[config.mk]
export PLATFORM = sky130hd
export DESIGN_NAME = shift_left_iter_flat
export DESIGN_NICKNAME = d
export VERILOG_FILES = /design/src/rtl/shift_pkg.sv /design/src/rtl/shift_left_iter_if.sv /design/src/rtl/shift_step.sv /design/src/rtl/shift_left_iter.sv /design/src/flat_wrapper.sv
export SDC_FILE = /design/constraint.sdc
export NUM_CORES = 1
export LEC_CHECK = 0
export ABC_CLOCK_PERIOD_IN_PS = 6200
export BUFFER_PORTS_ARGS = -buffer_cell sky130_fd_sc_hd__buf_2
export CAP_MARGIN = 20
export CORE_ASPECT_RATIO = 0.75
export CORE_MARGIN = 4
export CORE_UTILIZATION = 58
export CTS_BUF_LIST = sky130_fd_sc_hd__clkbuf_16
export DETAILED_ROUTE_END_ITERATION = 12
export HOLD_SLACK_MARGIN = 0.05
export PLACE_DENSITY = 0.84
export SETUP_SLACK_MARGIN = 0.1
export SLEW_MARGIN = 10
export SYNTH_ARGS = -nofsm -noshare
export SYNTH_HDL_FRONTEND = slang
export SYNTH_HIERARCHICAL = 1
export SYNTH_SLANG_ARGS = --single-unit
[constraint.sdc]
create_clock -name clock -period 6.2 [get_ports clock]
set_input_delay 0.93 -clock clock [delete_from_list [all_inputs] [get_ports clock]]
set_output_delay 0.93 -clock clock [all_outputs]
set_load 0.03 [all_outputs]
[src/rtl/shift_pkg.sv]
// Shared constants for the iterative ALU shifter: FSM encoding, op encoding and default sizes.
package shift_pkg;

  localparam int unsigned DEF_WIDTH   = 32;
  localparam int unsigned DEF_SHAMT_W = 5;
  localparam int unsigned DEF_STEP    = 2;

  localparam logic [1:0] IDLE  = 2'd0;
  localparam logic [1:0] SHIFT = 2'd1;
  localparam logic [1:0] DONE  = 2'd2;

  localparam logic OP_SLL = 1'b0;
  localparam logic OP_SRA = 1'b1;

endpackage

[src/rtl/shift_left_iter_if.sv]
// Operand-issue / writeback handshake bundle for the iterative shifter.
interface shift_left_iter_if
  import shift_pkg::*;
#(
  parameter int unsigned WIDTH   = DEF_WIDTH,
  parameter int unsigned SHAMT_W = DEF_SHAMT_W
);

  logic               in_valid;
  logic               in_ready;
  logic [WIDTH-1:0]   in_data;
  logic [SHAMT_W-1:0] in_shamt;
  logic               in_op;
  logic               out_valid;
  logic               out_ready;
  logic [WIDTH-1:0]   out_data;

  modport master (
    output in_valid, in_data, in_shamt, in_op, out_ready,
    input  in_ready, out_valid, out_data
  );

  modport slave (
    input  in_valid, in_data, in_shamt, in_op, out_ready,
    output in_ready, out_valid, out_data
  );

endinterface

[src/rtl/shift_step.sv]
// Combinational single-stage shifter: shifts data by k (0..STEP) left, or arithmetic right for SRA.
module shift_step
  import shift_pkg::*;
#(
  parameter int unsigned WIDTH = DEF_WIDTH,
  parameter int unsigned STEP  = DEF_STEP
) (
  input  logic [WIDTH-1:0]           data,
  input  logic [$clog2(STEP+1)-1:0]  k,
  input  logic                       op,
  output logic [WIDTH-1:0]           shifted_c
);

  always_comb begin
    shifted_c = data << k;
    if (op == OP_SRA) begin
      shifted_c = $unsigned($signed(data) >>> k);
    end
  end

endmodule

[src/rtl/shift_left_iter.sv]
// Multi-cycle iterative shifter (SLL, at most STEP bits per clock) with valid/ready on both sides.
// Optional SHIFT_SRA_EN: in_op = 1 selects arithmetic right shift with identical latency.
module shift_left_iter
  import shift_pkg::*;
#(
  parameter int unsigned WIDTH   = DEF_WIDTH,
  parameter int unsigned SHAMT_W = DEF_SHAMT_W,
  parameter int unsigned STEP    = DEF_STEP
) (
  input logic              clock,
  input logic              reset_n,
  shift_left_iter_if.slave bus
);

  localparam int unsigned K_W = $clog2(STEP + 1);

  logic [1:0]         state;
  logic [1:0]         stateNext;
  logic [WIDTH-1:0]   dataQ;
  logic [WIDTH-1:0]   dataNext;
  logic [WIDTH-1:0]   stepOut;
  logic [SHAMT_W-1:0] remQ;
  logic [SHAMT_W-1:0] remNext;
  logic [K_W-1:0]     stepK;
  logic               inReadyQ;
  logic               outValidQ;
  logic               accept;
  logic               opCur;

  assign accept = inReadyQ && bus.in_valid;

  // Per-cycle shift amount: min(rem, STEP)
  always_comb begin
    stepK = K_W'(STEP);
    if (remQ < SHAMT_W'(STEP)) begin
      stepK = K_W'(remQ);
    end
  end

`ifdef SHIFT_SRA_EN
  logic opQ;
  logic opNext;

  always_comb begin
    opNext = opQ;
    if ((state == IDLE) && accept) begin
      opNext = bus.in_op;
    end
  end

  always_ff @(posedge clock or negedge reset_n) begin
    if (!reset_n) begin
      opQ <= OP_SLL;
    end else begin
      opQ <= opNext;
    end
  end

  assign opCur = opQ;
`else
  // Op port is present for interface compatibility but every operation is SLL.
  logic unusedOp;
  assign unusedOp = bus.in_op;
  assign opCur    = OP_SLL;
`endif

  shift_step #(
    .WIDTH (WIDTH),
    .STEP  (STEP)
  ) u_step (
    .data      (dataQ),
    .k         (stepK),
    .op        (opCur),
    .shifted_c (stepOut)
  );

  // Next-state and datapath update
  always_comb begin
    stateNext = state;
    dataNext  = dataQ;
    remNext   = remQ;
    case (state)
      IDLE: begin
        if (accept) begin
          dataNext  = bus.in_data;
          remNext   = bus.in_shamt;
          stateNext = (bus.in_shamt != '0) ? SHIFT : DONE;
        end
      end
      SHIFT: begin
        dataNext = stepOut;
        remNext  = remQ - SHAMT_W'(stepK);
        if (remNext == '0) begin
          stateNext = DONE;
        end
      end
      DONE: begin
        if (bus.out_ready) begin
          stateNext = IDLE;
        end
      end
      default: begin
        stateNext = IDLE;
      end
    endcase
  end

  always_ff @(posedge clock or negedge reset_n) begin
    if (!reset_n) begin
      state     <= IDLE;
      dataQ     <= '0;
      remQ      <= '0;
      inReadyQ  <= 1'b1;
      outValidQ <= 1'b0;
    end else begin
      state     <= stateNext;
      dataQ     <= dataNext;
      remQ      <= remNext;
      inReadyQ  <= (stateNext == IDLE);
      outValidQ <= (stateNext == DONE);
    end
  end

  assign bus.in_ready  = inReadyQ;
  assign bus.out_valid = outValidQ;
  assign bus.out_data  = dataQ;

endmodule
[src/flat_wrapper.sv]
// flat-port wrapper written by rule: the top's interface ports become plain ports
module shift_left_iter_flat import shift_pkg::*;
#(
  parameter int unsigned WIDTH   = DEF_WIDTH,
  parameter int unsigned SHAMT_W = DEF_SHAMT_W,
  parameter int unsigned STEP    = DEF_STEP
)
  (clock, reset_n, bus_in_valid, bus_in_data, bus_in_shamt, bus_in_op, bus_out_ready, bus_in_ready, bus_out_valid, bus_out_data);
  shift_left_iter_if #(.WIDTH(WIDTH), .SHAMT_W(SHAMT_W)) bus_i ();
  input logic clock;
  input logic reset_n;
  input wire logic [$bits(bus_i.in_valid)-1:0] bus_in_valid;
  input wire logic [$bits(bus_i.in_data)-1:0] bus_in_data;
  input wire logic [$bits(bus_i.in_shamt)-1:0] bus_in_shamt;
  input wire logic [$bits(bus_i.in_op)-1:0] bus_in_op;
  input wire logic [$bits(bus_i.out_ready)-1:0] bus_out_ready;
  output wire logic [$bits(bus_i.in_ready)-1:0] bus_in_ready;
  output wire logic [$bits(bus_i.out_valid)-1:0] bus_out_valid;
  output wire logic [$bits(bus_i.out_data)-1:0] bus_out_data;
  assign bus_i.in_valid = bus_in_valid;
  assign bus_i.in_data = bus_in_data;
  assign bus_i.in_shamt = bus_in_shamt;
  assign bus_i.in_op = bus_in_op;
  assign bus_i.out_ready = bus_out_ready;
  assign bus_in_ready = bus_i.in_ready;
  assign bus_out_valid = bus_i.out_valid;
  assign bus_out_data = bus_i.out_data;
  shift_left_iter #(.WIDTH(WIDTH), .SHAMT_W(SHAMT_W), .STEP(STEP)) u_core (.clock(clock), .reset_n(reset_n), .bus(bus_i));
endmodule
==> key figures <==
Final layout
  • Fin area: 3979 µm²
  • Final std cells w/o fill: 572
  • Core Util, Final: 68.30%
  • Share of layout cells above drive strength 1: 19.43%
  • Nets: 536
  • Antenna cells: 0
  • Layout area overhead: 13.77%

Critical path
  • CP max stage delay: 0.88 ns
  • Crit-path cells: nor4_1 > and2_2 > buf_4 > nand2b_1 > a21oi_1 > or3_1 > nand2_1 > o21ai_1
  • Worst r2r path cells: 8
  • Worst setup EP type: register
  • Maximum fanout along the worst path: 71
  • FF-to-FF End: u_core/bus.out_data[15]
  • Worst EP arrival: 3.63 ns
  • CP startpoint kind: register
  • Family with the most delay on the worst path: simple AND/OR/NAND/NOR gates
  • Critical path's slowest cell: nand2b_1
  • WS Path Type: reg2reg
  • CP Data Required Time: 6.34 ns
  • Worst R2R Setup Slack: 2.70 ns
  • FF-to-FF Start: u_core/remQ[3]
  • Buffers & Inverters on Critical Path: 1

STA
  • Total negative slack: 0 ns
  • Unrepaired setup endpoints after global routing: false
  • Final worst slack: 2.705 ns
  • Final-report hold violation count: 0
  • Fin crit share: 56.38%
  • Fin. max-slew vios: 0
  • Max transition margin: 31.13%
  • Final min period: 3.495 ns
  • Worst-Margin Slew: 1.033 ns
  • Clock Skew: 0.004136 ns
  • Hold WS: 0.5534 ns
  • Final setup vio count: 0
  • Max Clock Freq: 0.2861 GHz

Clock tree
  • Clk sinks: 41
  • Root Driver: clkbuf_16
  • CTS tree: yes
  • Post-CTS Setup Bufs: 0
  • H-tree depth: 2
  • Clk_lat worst skew: 0.28 ns
  • PostCTS Resize Cnt: 0
  • # hold bufs at CTS: 0
  • Worst-path clk slew: 0.06 ns
  • Max clock buf depth: 2
  • CTS Buf Count: 5

Yosys
  • Seq/Total Area, Yosys: 29.37%
  • Synthesized area: 3497 µm²
  • EDFF count, synth: 0
  • Most used DFF post-synth: dfrtp_1
  • Synth cell count leaders: nand2_1, a21oi_1, dfrtp_1, mux2i_1, o21ai_1
  • Synth area leader: dfrtp_1
  • Syn. warnings: 6
  • Top-count cell post-synth: nand2_1
  • Leading post-synthesis cells by cell area: dfrtp_1, mux2i_1, a21oi_1
  • Synth top area share: 28.62%
  • Flops & latches, synth: 41
  • Mean Syn Cell Area: 7.894 µm²
  • Syn Inst Count: 443
  • Synth unique cells: 45
  • Post-synth ARST share: 100.0%

Min path
  • Hold Crit Class: reg2reg
  • Hold endpoint: u_core/remQ[0]
  • WHS Path Cells: 1
  • Hold Crit Start: u_core/remQ[0]

Flow run
  • Max Cap Violations: 0

Detailed routing
  • Final WL: 9.421 mm
  • Via count: 3612
  • DRC marker count from the first detailed-route iteration: 419
  • Vias per cell: 6.315
  • Avg WL per Cell: 16.47 µm
  • Initial DRT Pass Iterations: 5
  • Antenna Violating Nets Remaining: 0
  • DRC viols: 0

Place
  • GP Congestion: 0.8164
  • Total placed instance area: 3761 µm²
  • Placed Cells: 563
  • PortBufs: 74
  • Post-DP HPWL: 6.154 mm
  • Dpl ws: 2.825 ns

GRT
  • Vias in the first global route: 3326
  • Met3 Use GR: 4.907%
  • First-pass GRT wire length: 15.84 mm
  • Met1 usage in global routing: 35.28%
  • Global route overflow: 0
  • Initial antenna violation count: 0
  • Total Routing Usage GR: 25.69%
  • Most utilized layer in the global route result: met2
  • Largest net degree at the start of global routing: 72
  • GR Util met2: 42.37%

Floorplanning
  • FP Rows: 24
  • Die height: 75.25 µm
  • I/O pin count: 76
  • Initial Util: 60.03%
  • DIE WIDTH: 97.66 µm
  • Die footprint: 7348 µm²
  • Core area: 5826 µm²

Power
  • Flop pwr share: 26.4%
  • Tot Pwr: 1.961 mW
  • Pwr dens: 492.8 nW/µm²
  • Switching share of power: 48.71%
  • Cell-internal power: 1.006 mW
  • Comb pwr share: 56.4%
  • Cell leakage power: 1.700 nW
  • Sw power: 0.9551 mW
  • Clk pwr share: 17.2%
  • Worst VDD drop: 0.2380 mV

Status
  • Outcome: finished, final reports clean
[power by group through the flow]
stage          sequential, mW  combinational [mW]  clock (mW)
2_1_floorplan           0.621               0.772           0
3_3_place_gp            0.512                1.04           0
3_5_place_dp            0.517                1.07           0
4_1_cts                 0.514                1.08       0.344
5_1_grt                 0.536                1.21       0.358
6_report                0.517                1.11       0.337
[logic make-up (layout without fill, tap and decap cells)]
group	Yosys count	count (layout)	synth area share (%)
and+or+nand+nor	175	175	24.79
AOI/OAI and AO/OA	137	137	24.37
muxes	44	44	13.06
buffers and inverters	42	90	7.585
DFF	41	41	29.37
other	2	5	0.2147
adders and majority gates	1	1	0.3577
xor gates and xnor gates	1	1	0.2505
[state kept, by name (all words and copies together) (netlist names)]
register              count
u_core/bus.out_data      32
u_core/remQ               5
u_core/state              2
u_core/bus.in_ready       1
u_core/bus.out_valid      1
[layout make-up]
type                    instances  area, µm²
inverters                       3      11.26
fillers                       489       1847
flip-flops and latches         41       1027
clock buffers                   5      125.1
multi-input cells             363       2225
well taps                      78      97.59
repair buffers                 79      427.9
clock inverters                 3      65.06
[worst max-delay path by stage]
stage	slack [ns]	cells past startpoint	end	startpoint
finish	2.70	8	u_core/bus.out_data[15]	u_core/remQ[3]
global route	2.48	8	u_core/bus.out_data[4]	u_core/remQ[1]
CTS	2.77	8	u_core/bus.out_data[15]	u_core/remQ[3]
detailed placement	2.82	8	u_core/bus.out_data[15]	u_core/remQ[1]
global placement	2.92	8	u_core/bus.out_data[17]	u_core/remQ[1]
floorplan	4.10	10	u_core/bus.out_data[10]	u_core/remQ[1]
[layout by cell type (no fill, tap or decap), types with 2 or more instances in the layout]
master	n
or3_1	26
conb_1	5
nor3b_1	2
o211a_1	2
nor2_1	31
bufinv_16	2
nor4_1	2
inv_1	3
o21ai_0	3
dfrtp_1	40
nand3b_1	4
buf_2	74
a21oi_1	53
o31ai_1	2
a31oi_1	2
nand2b_1	32
nor2b_1	2
a311o_1	2
o21ai_1	35
nor3_1	4
clkbuf_16	5
nand2_1	65
a311oi_1	26
buf_4	4
mux2_2	3
mux2i_1	40
a221o_1	3
[layer usage]
metal	share of wire, %	vias to the layer above
met5	0	-
met1	44	1696
met4	0.67	0
li1	-	1706
met2	46	200
met3	8.5	10
No activity file was read; power rests on OpenSTA's default activity.
